===== config.mk =====
export PLATFORM = sky130hd
export DESIGN_NAME = wt_dcache_rd_ctrl_gen
export DESIGN_NICKNAME = d
export VERILOG_FILES = /design/src/rtl/wt_dcache_rd_ctrl_gen.sv
export SDC_FILE = /design/constraint.sdc
export NUM_CORES = 1
export LEC_CHECK = 0
export CELL_PAD_IN_SITES_DETAIL_PLACEMENT = 1
export CELL_PAD_IN_SITES_GLOBAL_PLACEMENT = 2
export CORE_MARGIN = 2
export CORE_UTILIZATION = 30
export CTS_CLUSTER_DIAMETER = 120
export DETAILED_ROUTE_END_ITERATION = 10
export DONT_BUFFER_PORTS = 1
export PLACE_DENSITY = 0.65
export RECOVER_POWER = 50
export SYNTH_ARGS = -nofsm -noshare
export SYNTH_HDL_FRONTEND = slang
export SYNTH_SLANG_ARGS = --single-unit

===== constraint.sdc =====
create_clock -name clk_i -period 2.8 [get_ports clk_i]
set_input_delay 0.42 -clock clk_i [delete_from_list [all_inputs] [get_ports clk_i]]
set_output_delay 0.42 -clock clk_i [all_outputs]
set_load 0.01 [all_outputs]

===== src/rtl/wt_dcache_rd_ctrl_gen.sv =====
// Read-port controller for the write-through L1 dcache: load acceptance, hit check,
// miss/NC issue with a bounded replay budget and saturating event counters.
module wt_dcache_rd_ctrl_gen #(
    parameter int unsigned RdTxId    = 1,
    parameter int unsigned CacheIdW  = 3,
    parameter int unsigned TagW      = 44,
    parameter int unsigned IdxW      = 8,
    parameter int unsigned OffW      = 4,
    parameter int unsigned Ways      = 4,
    parameter int unsigned DataW     = 64,
    parameter int unsigned SigW      = 14,
    parameter int unsigned MaxReplay = 4,
    parameter int unsigned CntW      = 32
) (
    input  logic                     clk_i,
    input  logic                     rst_ni,
    input  logic                     cache_en_i,
    // core load port
    input  logic                     req_i,
    output logic                     gnt_o,
    input  logic [IdxW+OffW-1:0]     idx_i,
    input  logic [1:0]               size_i,
    input  logic [TagW-1:0]          tag_i,
    input  logic                     tag_valid_i,
    input  logic [SigW-1:0]          sig_i,
    input  logic                     cacheable_i,
    input  logic                     kill_i,
    output logic                     rvalid_o,
    output logic [DataW-1:0]         rdata_o,
    // tag/data memories
    output logic                     rd_req_o,
    input  logic                     rd_ack_i,
    output logic [TagW-1:0]          rd_tag_o,
    output logic [IdxW-1:0]          rd_idx_o,
    output logic [OffW-1:0]          rd_off_o,
    input  logic [DataW-1:0]         rd_data_i,
    input  logic [Ways-1:0]          rd_vld_bits_i,
    input  logic [Ways-1:0]          rd_hit_oh_i,
    input  logic                     wr_cl_vld_i,
    // miss unit
    output logic                     miss_req_o,
    input  logic                     miss_ack_i,
    input  logic                     miss_replay_i,
    input  logic                     miss_rtrn_vld_i,
    output logic [TagW+IdxW+OffW-1:0] miss_paddr_o,
    output logic                     miss_nc_o,
    output logic [2:0]               miss_size_o,
    output logic [Ways-1:0]          miss_vld_bits_o,
    output logic [SigW-1:0]          miss_sig_o,
    output logic [CacheIdW-1:0]      miss_id_o,
    // event counters
    input  logic                     cnt_clr_i,
    output logic [CntW-1:0]          cnt_hit_o,
    output logic [CntW-1:0]          cnt_miss_o,
    output logic [CntW-1:0]          cnt_replay_o,
    output logic [CntW-1:0]          cnt_esc_o
);

    typedef enum logic [2:0] {
        IDLE,
        READ,
        MISS_REQ,
        MISS_WAIT,
        REPLAY_REQ,
        REPLAY_READ,
        KILL_MISS_ACK,
        KILL_MISS
    } state_e;

    state_e                  state_q, state_d;
    logic [IdxW+OffW-1:0]    idx_q, idx_d, idx_mux;
    logic [1:0]              size_q, size_d;
    logic [TagW-1:0]         tag_q, tag_d;
    logic [SigW-1:0]         sig_q, sig_d;
    logic                    cacheable_q, cacheable_d;
    logic [3:0]              replay_cnt_q, replay_cnt_d;
    logic                    esc_q, esc_d;
    logic                    ack_q;
    logic                    rd_req_q;
    logic [Ways-1:0]         vld_bits_q;
    logic [CntW-1:0]         cnt_hit_q, cnt_miss_q, cnt_replay_q, cnt_esc_q;

    logic new_req;
    logic cap_tag;
    logic collide;
    logic budget_spent;
    logic replay_inc;
    logic esc_set;
    logic hit_evt;
    logic miss_evt;

    assign budget_spent = (replay_cnt_q == 4'(MaxReplay));
    assign replay_inc   = collide & ~budget_spent;
    assign esc_set      = collide & budget_spent;

    always_comb begin
        state_d    = state_q;
        gnt_o      = 1'b0;
        rvalid_o   = 1'b0;
        rd_req_o   = 1'b0;
        miss_req_o = 1'b0;
        new_req    = 1'b0;
        cap_tag    = 1'b0;
        collide    = 1'b0;
        miss_evt   = 1'b0;

        unique case (state_q)
            IDLE: begin
                rd_req_o = req_i;
                new_req  = req_i;
                if (req_i && rd_ack_i) begin
                    gnt_o   = 1'b1;
                    state_d = READ;
                end
            end
            READ, REPLAY_READ: begin
                rd_req_o = 1'b1;
                if (kill_i) begin
                    rvalid_o = 1'b1;
                    state_d  = IDLE;
                end else if (tag_valid_i || state_q == REPLAY_READ) begin
                    cap_tag = (state_q == READ);
                    if (wr_cl_vld_i || !ack_q) begin
                        collide = 1'b1;
                        state_d = budget_spent ? MISS_REQ : REPLAY_REQ;
                    end else if (|rd_hit_oh_i && cache_en_i) begin
                        // a hit frees the port this cycle, so a new load may be granted now
                        rvalid_o = 1'b1;
                        new_req  = req_i;
                        state_d  = IDLE;
                        if (req_i && rd_ack_i) begin
                            gnt_o   = 1'b1;
                            state_d = READ;
                        end
                    end else begin
                        state_d = MISS_REQ;
                    end
                end
            end
            MISS_REQ: begin
                miss_req_o = 1'b1;
                if (kill_i) begin
                    rvalid_o = 1'b1;
                    state_d  = miss_ack_i ? KILL_MISS : KILL_MISS_ACK;
                end else if (miss_replay_i) begin
                    collide = 1'b1;
                    state_d = budget_spent ? MISS_REQ : REPLAY_REQ;
                end else if (miss_ack_i) begin
                    miss_evt = 1'b1;
                    state_d  = MISS_WAIT;
                end
            end
            MISS_WAIT: begin
                if (miss_rtrn_vld_i) begin
                    rvalid_o = 1'b1;
                    state_d  = IDLE;
                end else if (kill_i) begin
                    rvalid_o = 1'b1;
                    state_d  = KILL_MISS;
                end
            end
            REPLAY_REQ: begin
                rd_req_o = 1'b1;
                if (kill_i) begin
                    rvalid_o = 1'b1;
                    state_d  = IDLE;
                end else if (rd_ack_i) begin
                    state_d = REPLAY_READ;
                end
            end
            KILL_MISS_ACK: begin
                miss_req_o = 1'b1;
                if (miss_replay_i) begin
                    state_d = IDLE;
                end else if (miss_ack_i) begin
                    state_d = KILL_MISS;
                end
            end
            KILL_MISS: begin
                if (miss_rtrn_vld_i) begin
                    state_d = IDLE;
                end
            end
            default: state_d = IDLE;
        endcase
    end

    assign hit_evt = rvalid_o & ((state_q == READ) | (state_q == REPLAY_READ));

    always_comb begin
        idx_d        = gnt_o ? idx_i : idx_q;
        size_d       = gnt_o ? size_i : size_q;
        tag_d        = cap_tag ? tag_i : tag_q;
        sig_d        = cap_tag ? sig_i : sig_q;
        cacheable_d  = cap_tag ? cacheable_i : cacheable_q;
        replay_cnt_d = replay_cnt_q;
        esc_d        = esc_q;
        if (gnt_o) begin
            replay_cnt_d = '0;
            esc_d        = 1'b0;
        end else begin
            if (replay_inc) replay_cnt_d = replay_cnt_q + 4'd1;
            if (esc_set)    esc_d        = 1'b1;
        end
    end

    function automatic logic [CntW-1:0] cnt_next(input logic [CntW-1:0] c,
                                                 input logic inc, input logic clr);
        if (clr) return '0;
        if (inc && c != '1) return c + CntW'(1);
        return c;
    endfunction

    always_ff @(posedge clk_i or negedge rst_ni) begin
        if (!rst_ni) begin
            state_q      <= IDLE;
            idx_q        <= '0;
            size_q       <= '0;
            tag_q        <= '0;
            sig_q        <= '0;
            cacheable_q  <= 1'b0;
            replay_cnt_q <= '0;
            esc_q        <= 1'b0;
            ack_q        <= 1'b0;
            rd_req_q     <= 1'b0;
            vld_bits_q   <= '0;
            cnt_hit_q    <= '0;
            cnt_miss_q   <= '0;
            cnt_replay_q <= '0;
            cnt_esc_q    <= '0;
        end else begin
            state_q      <= state_d;
            idx_q        <= idx_d;
            size_q       <= size_d;
            tag_q        <= tag_d;
            sig_q        <= sig_d;
            cacheable_q  <= cacheable_d;
            replay_cnt_q <= replay_cnt_d;
            esc_q        <= esc_d;
            ack_q        <= rd_ack_i;
            rd_req_q     <= rd_req_o;
            // memory results arrive one cycle after the request
            if (rd_req_q) vld_bits_q <= rd_vld_bits_i;
            cnt_hit_q    <= cnt_next(cnt_hit_q, hit_evt, cnt_clr_i);
            cnt_miss_q   <= cnt_next(cnt_miss_q, miss_evt, cnt_clr_i);
            cnt_replay_q <= cnt_next(cnt_replay_q, replay_inc, cnt_clr_i);
            cnt_esc_q    <= cnt_next(cnt_esc_q, esc_set, cnt_clr_i);
        end
    end

    assign idx_mux  = new_req ? idx_i : idx_q;
    assign rd_idx_o = idx_mux[IdxW+OffW-1:OffW];
    assign rd_off_o = idx_mux[OffW-1:0];
    assign rd_tag_o = tag_d;
    assign rdata_o  = rd_data_i;

    assign miss_nc_o       = ~cache_en_i | ~cacheable_q | esc_q;
    assign miss_size_o     = miss_nc_o ? {1'b0, size_q} : 3'b111;
    assign miss_paddr_o    = {tag_q, idx_q};
    assign miss_vld_bits_o = vld_bits_q;
    assign miss_sig_o      = sig_q;
    assign miss_id_o       = CacheIdW'(RdTxId);

    assign cnt_hit_o    = cnt_hit_q;
    assign cnt_miss_o   = cnt_miss_q;
    assign cnt_replay_o = cnt_replay_q;
    assign cnt_esc_o    = cnt_esc_q;

endmodule


==> flow_results.xml <==
<?xml version="1.0" encoding="UTF-8"?>
<metrics>
  <group name="status">
    <metric name="status" unit="">finished, violations left</metric>
    <metric name="failed_checks" unit="">hold timing</metric>
  </group>
  <group name="setup_path">
    <metric name="arrival" unit="ps">2300</metric>
    <metric name="timing.reg2reg.worst_path_depth" unit="">6</metric>
    <metric name="critical-path-top-delay-family" unit="">simple AND/OR/NAND/NOR gates</metric>
    <metric name="cp.buffers_inverters" unit="">2</metric>
    <metric name="worst_path_largest_cell_delay" unit="ps">420</metric>
    <metric name="worstReg2RegEnd" unit="">cnt_miss_o[9]</metric>
    <metric name="crit_fanout" unit="">8</metric>
    <metric name="worstReg2RegStart" unit="">cnt_miss_o[7]</metric>
    <metric name="cp-end-kind" unit="">output port</metric>
    <metric name="crit_path_required_time" unit="ps">2380</metric>
    <metric name="crit_path_cell_trace" unit="">or2b_4 &gt; nor2_4 &gt; buf_4 &gt; nand3_4 &gt; buf_16 &gt; mux2_4</metric>
    <metric name="timing.reg2reg.setup_slack" unit="ps">180</metric>
    <metric name="critical-path-slowest-cell" unit="">dfrtp_2</metric>
    <metric name="startpoint_class_of_the_critical_path" unit="">register</metric>
    <metric name="timing_worst_setup_path_type" unit="">reg -&gt; out</metric>
  </group>
  <group name="timing">
    <metric name="worst_pin_slew" unit="ps">1184</metric>
    <metric name="finalWorstSetupSlack" unit="ps">82.37</metric>
    <metric name="drv_slew" unit="">0</metric>
    <metric name="layout_min_cycle_time" unit="ps">2718</metric>
    <metric name="layout_worst_path_cycle_share" unit="%">97.06</metric>
    <metric name="unrepaired_setup_endpoints_after_global_routing" unit="">yes</metric>
    <metric name="highest_clock_rate" unit="GHz">0.3680</metric>
    <metric name="finalSetupViolations" unit="">0</metric>
    <metric name="max-slew-margin-rel" unit="%">20.68</metric>
    <metric name="fin_skew" unit="ps">17.92</metric>
    <metric name="final.hold.worst_slack" unit="ps">-437.3</metric>
    <metric name="final-hold-violation-count" unit="">215</metric>
  </group>
  <group name="route">
    <metric name="drc" unit="">0</metric>
    <metric name="antenna_left" unit="">0</metric>
    <metric name="vias" unit="">8167</metric>
    <metric name="drt_wl_total" unit="mm">36.40</metric>
    <metric name="routed_via_density" unit="">5.303</metric>
    <metric name="drt_first_iter_violations" unit="">261</metric>
    <metric name="drt-pass1-iter-count" unit="">4</metric>
    <metric name="wl_per_cell" unit="um">23.64</metric>
  </group>
  <group name="floorplanning">
    <metric name="die-area" unit="sq um">38480</metric>
    <metric name="start_util" unit="%">30.34</metric>
    <metric name="placement_rows" unit="">70</metric>
    <metric name="core_area" unit="sq um">36520</metric>
    <metric name="pin_count" unit="">490</metric>
    <metric name="die_outline_width" unit="um">196.2</metric>
    <metric name="die_h" unit="um">196.2</metric>
  </group>
  <group name="pwr">
    <metric name="ir_drop" unit="mV">0.5620</metric>
    <metric name="power_density" unit="nW/um^2">841.4</metric>
    <metric name="p_leak" unit="nW">5.240</metric>
    <metric name="p_total" unit="mW">10.66</metric>
  </group>
  <group name="placement">
    <metric name="port-buffer-count" unit="">0</metric>
    <metric name="place.detailed.instances" unit="">1462</metric>
    <metric name="place_hpwl" unit="mm">25.00</metric>
    <metric name="finalWeightedCongestion" unit="">0.7603</metric>
    <metric name="dp_slack" unit="ps">36.67</metric>
  </group>
  <group name="global_routing">
    <metric name="global_route.overflow_total" unit="">0</metric>
    <metric name="number_of_global_route_vias_before_repair" unit="">8405</metric>
    <metric name="grt_use_total" unit="%">17.74</metric>
    <metric name="grt_first_pass_wirelength" unit="mm">53.51</metric>
    <metric name="grt_max_degree" unit="">216</metric>
    <metric name="antenna_violations_before_repair" unit="">19</metric>
  </group>
  <group name="cts">
    <metric name="number_of_sinks_handled_by_clock_tree_synthesis" unit="">215</metric>
    <metric name="cts_tree" unit="">built</metric>
    <metric name="cts-buffers-inserted" unit="">27</metric>
    <metric name="h-tree-depth" unit="">1</metric>
    <metric name="clk_pin_slew" unit="ps">60</metric>
    <metric name="cts-root-to-sink-buffers" unit="">3</metric>
    <metric name="insertion_delay" unit="ps">550</metric>
    <metric name="clock-root-buffer" unit="">clkbuf_16</metric>
  </group>
  <group name="yosys">
    <metric name="mappedNetlistArea" unit="sq um">11080</metric>
    <metric name="yosys.cell_types.count" unit="">61</metric>
    <metric name="ys_warn_count" unit="">0</metric>
    <metric name="synth_top_flop_cell" unit="">dfrtp_1</metric>
    <metric name="synth_edf_count" unit="">0</metric>
    <metric name="avgSynthCellArea" unit="sq um">10.35</metric>
    <metric name="seq_cells_post_synth" unit="">215</metric>
    <metric name="yosysSeqAreaShare" unit="%">48.56</metric>
    <metric name="post_synth_inst_count" unit="">1070</metric>
    <metric name="synthArstFlopShare" unit="%">100.0</metric>
  </group>
  <group name="cells_and_area">
    <metric name="area_growth_syn_to_layout" unit="%">14.31</metric>
    <metric name="leading_cell_types_in_the_layout_fill_and_taps_excluded" unit="">dfrtp_1 (212), nor2_1 (141), mux2_2 (72), xor2_1 (59), nand3_1 (54)</metric>
    <metric name="layout_commonest_cell" unit="">dfrtp_1</metric>
    <metric name="design.final.nets" unit="">1213</metric>
    <metric name="utilization" unit="%">34.68</metric>
    <metric name="drive_gt1_share" unit="%">18.71</metric>
    <metric name="final_cells" unit="">1540</metric>
  </group>
  <group name="job">
    <metric name="cap_viol_max_count" unit="">0</metric>
  </group>
  <group name="min_path">
    <metric name="worstHoldPathType" unit="">in -&gt; async</metric>
  </group>
</metrics>
## Yosys cell counts (9+ instances only)
cell,number,area [sq um]
dfrtp_1,215,5380
nor2_1,143,536.8
mux2_2,85,957.2
buf_4,68,510.5
xor2_1,59,516.8
nand3_1,55,275.3
nand2_1,51,191.4
xnor2_1,46,402.9
nand4_1,43,269.0
nor3_1,30,150.1
a21oi_1,25,125.1
clkbuf_1,24,90.09
and3_1,20,125.1
nor4_1,20,125.1
and4_1,19,166.4
o21ai_0,19,95.09
or3_1,14,87.58
inv_1,13,48.80
and2_1,9,56.30
nor2b_1,9,56.30
## worst reg2reg max path: cells and delay by family, from the launching register on
| family | cells | cell delay, ps |
|---|---|---|
| compound gates | 1 | 960 |
| flops | 1 | 490 |
| xor+xnor | 1 | 200 |
| simple gates | 4 | 840 |
## flip-flops by register name (all words and copies together), names as in the netlist
name,cells
tag_q,44
rd_req_q,1
esc_q,1
ack_q,1
cnt_replay_o,32
cnt_miss_o,32
state_q,3
replay_cnt_q,4
size_q,2
miss_sig_o,14
miss_vld_bits_o,4
cacheable_q,1
cnt_hit_o,32
idx_q,12
cnt_esc_o,32
## final cells by class
cell class	count	area [sq um]
timing repair buffer	58	626.9
sequential	215	5384
tap	468	585.6
fill	4079	23860
multi-input combinational	734	5060
clock inverter	17	222.7
antenna	3	7.507
clock buffer	31	720.7
inverter	14	57.56
## cells by family after synthesis
group                    after synthesis  synth area share [%]
AO/OA/AOI/OAI                         67                 4.077
XOR/XNOR                             105                 8.300
adder cells (fa/ha/maj)                6                0.6776
buffers and inverters                122                 6.719
flip-flops                           215                 48.56
multiplexers                         100                 10.31
other                                  2               0.06778
AND/OR/NAND/NOR                      453                 21.29
## routing by layer
metal / vias to the layer above / track usage [%] / routed length (um) / share of wire, %
met5: - / 0 / 196 / 0.54
met4: 32 / 3.002 / 599 / 1.6
met3: 86 / 9.094 / 3860 / 11
met2: 252 / 26.95 / 16040 / 44
met1: 4151 / 22.83 / 15700 / 43
li1: 3646 / - / - / -
## power breakdown
part | switching (mW) | internal [mW] | total (mW)
registers | 0.869 | 3.74 | 4.61
logic | 1.25 | 1.07 | 2.32
clock network | 1.43 | 2.30 | 3.73
## worst max-delay path by stage
stage	from	endpoint	slack, ps	depth (start not counted)
final	state_q[0]	rd_tag_o[4]	80	6
after floorplan	rd_hit_oh_i[1]	rd_idx_o[0]	350	7
after global routing	state_q[0]	rd_idx_o[2]	-40	7
after detailed placement	rd_hit_oh_i[1]	rd_idx_o[4]	40	7
after CTS	state_q[1]	rd_idx_o[6]	-40	7
after global placement	rd_hit_oh_i[1]	rd_idx_o[4]	50	7
## metrics by stage
| step | setup TNS, ps | area, sq um |
|---|---|---|
| after floorplan | 0 | 11080 |
| after global routing | -250.3 | 12660 |
| after CTS | -270.1 | 12450 |
| final | 0 | 12660 |
| after detailed placement | 0 | 11250 |
| after global placement | 0 | 11250 |
## timing repair
item                       CTS  global route
hold endpoints to repair   349           218
buffers inserted             0             2
hold buffers                16             3
setup endpoints to repair   57            54
pin swaps                    2             4
cloned                       1             5
resized for setup           13            15
Power figures use the tool's default switching activity.
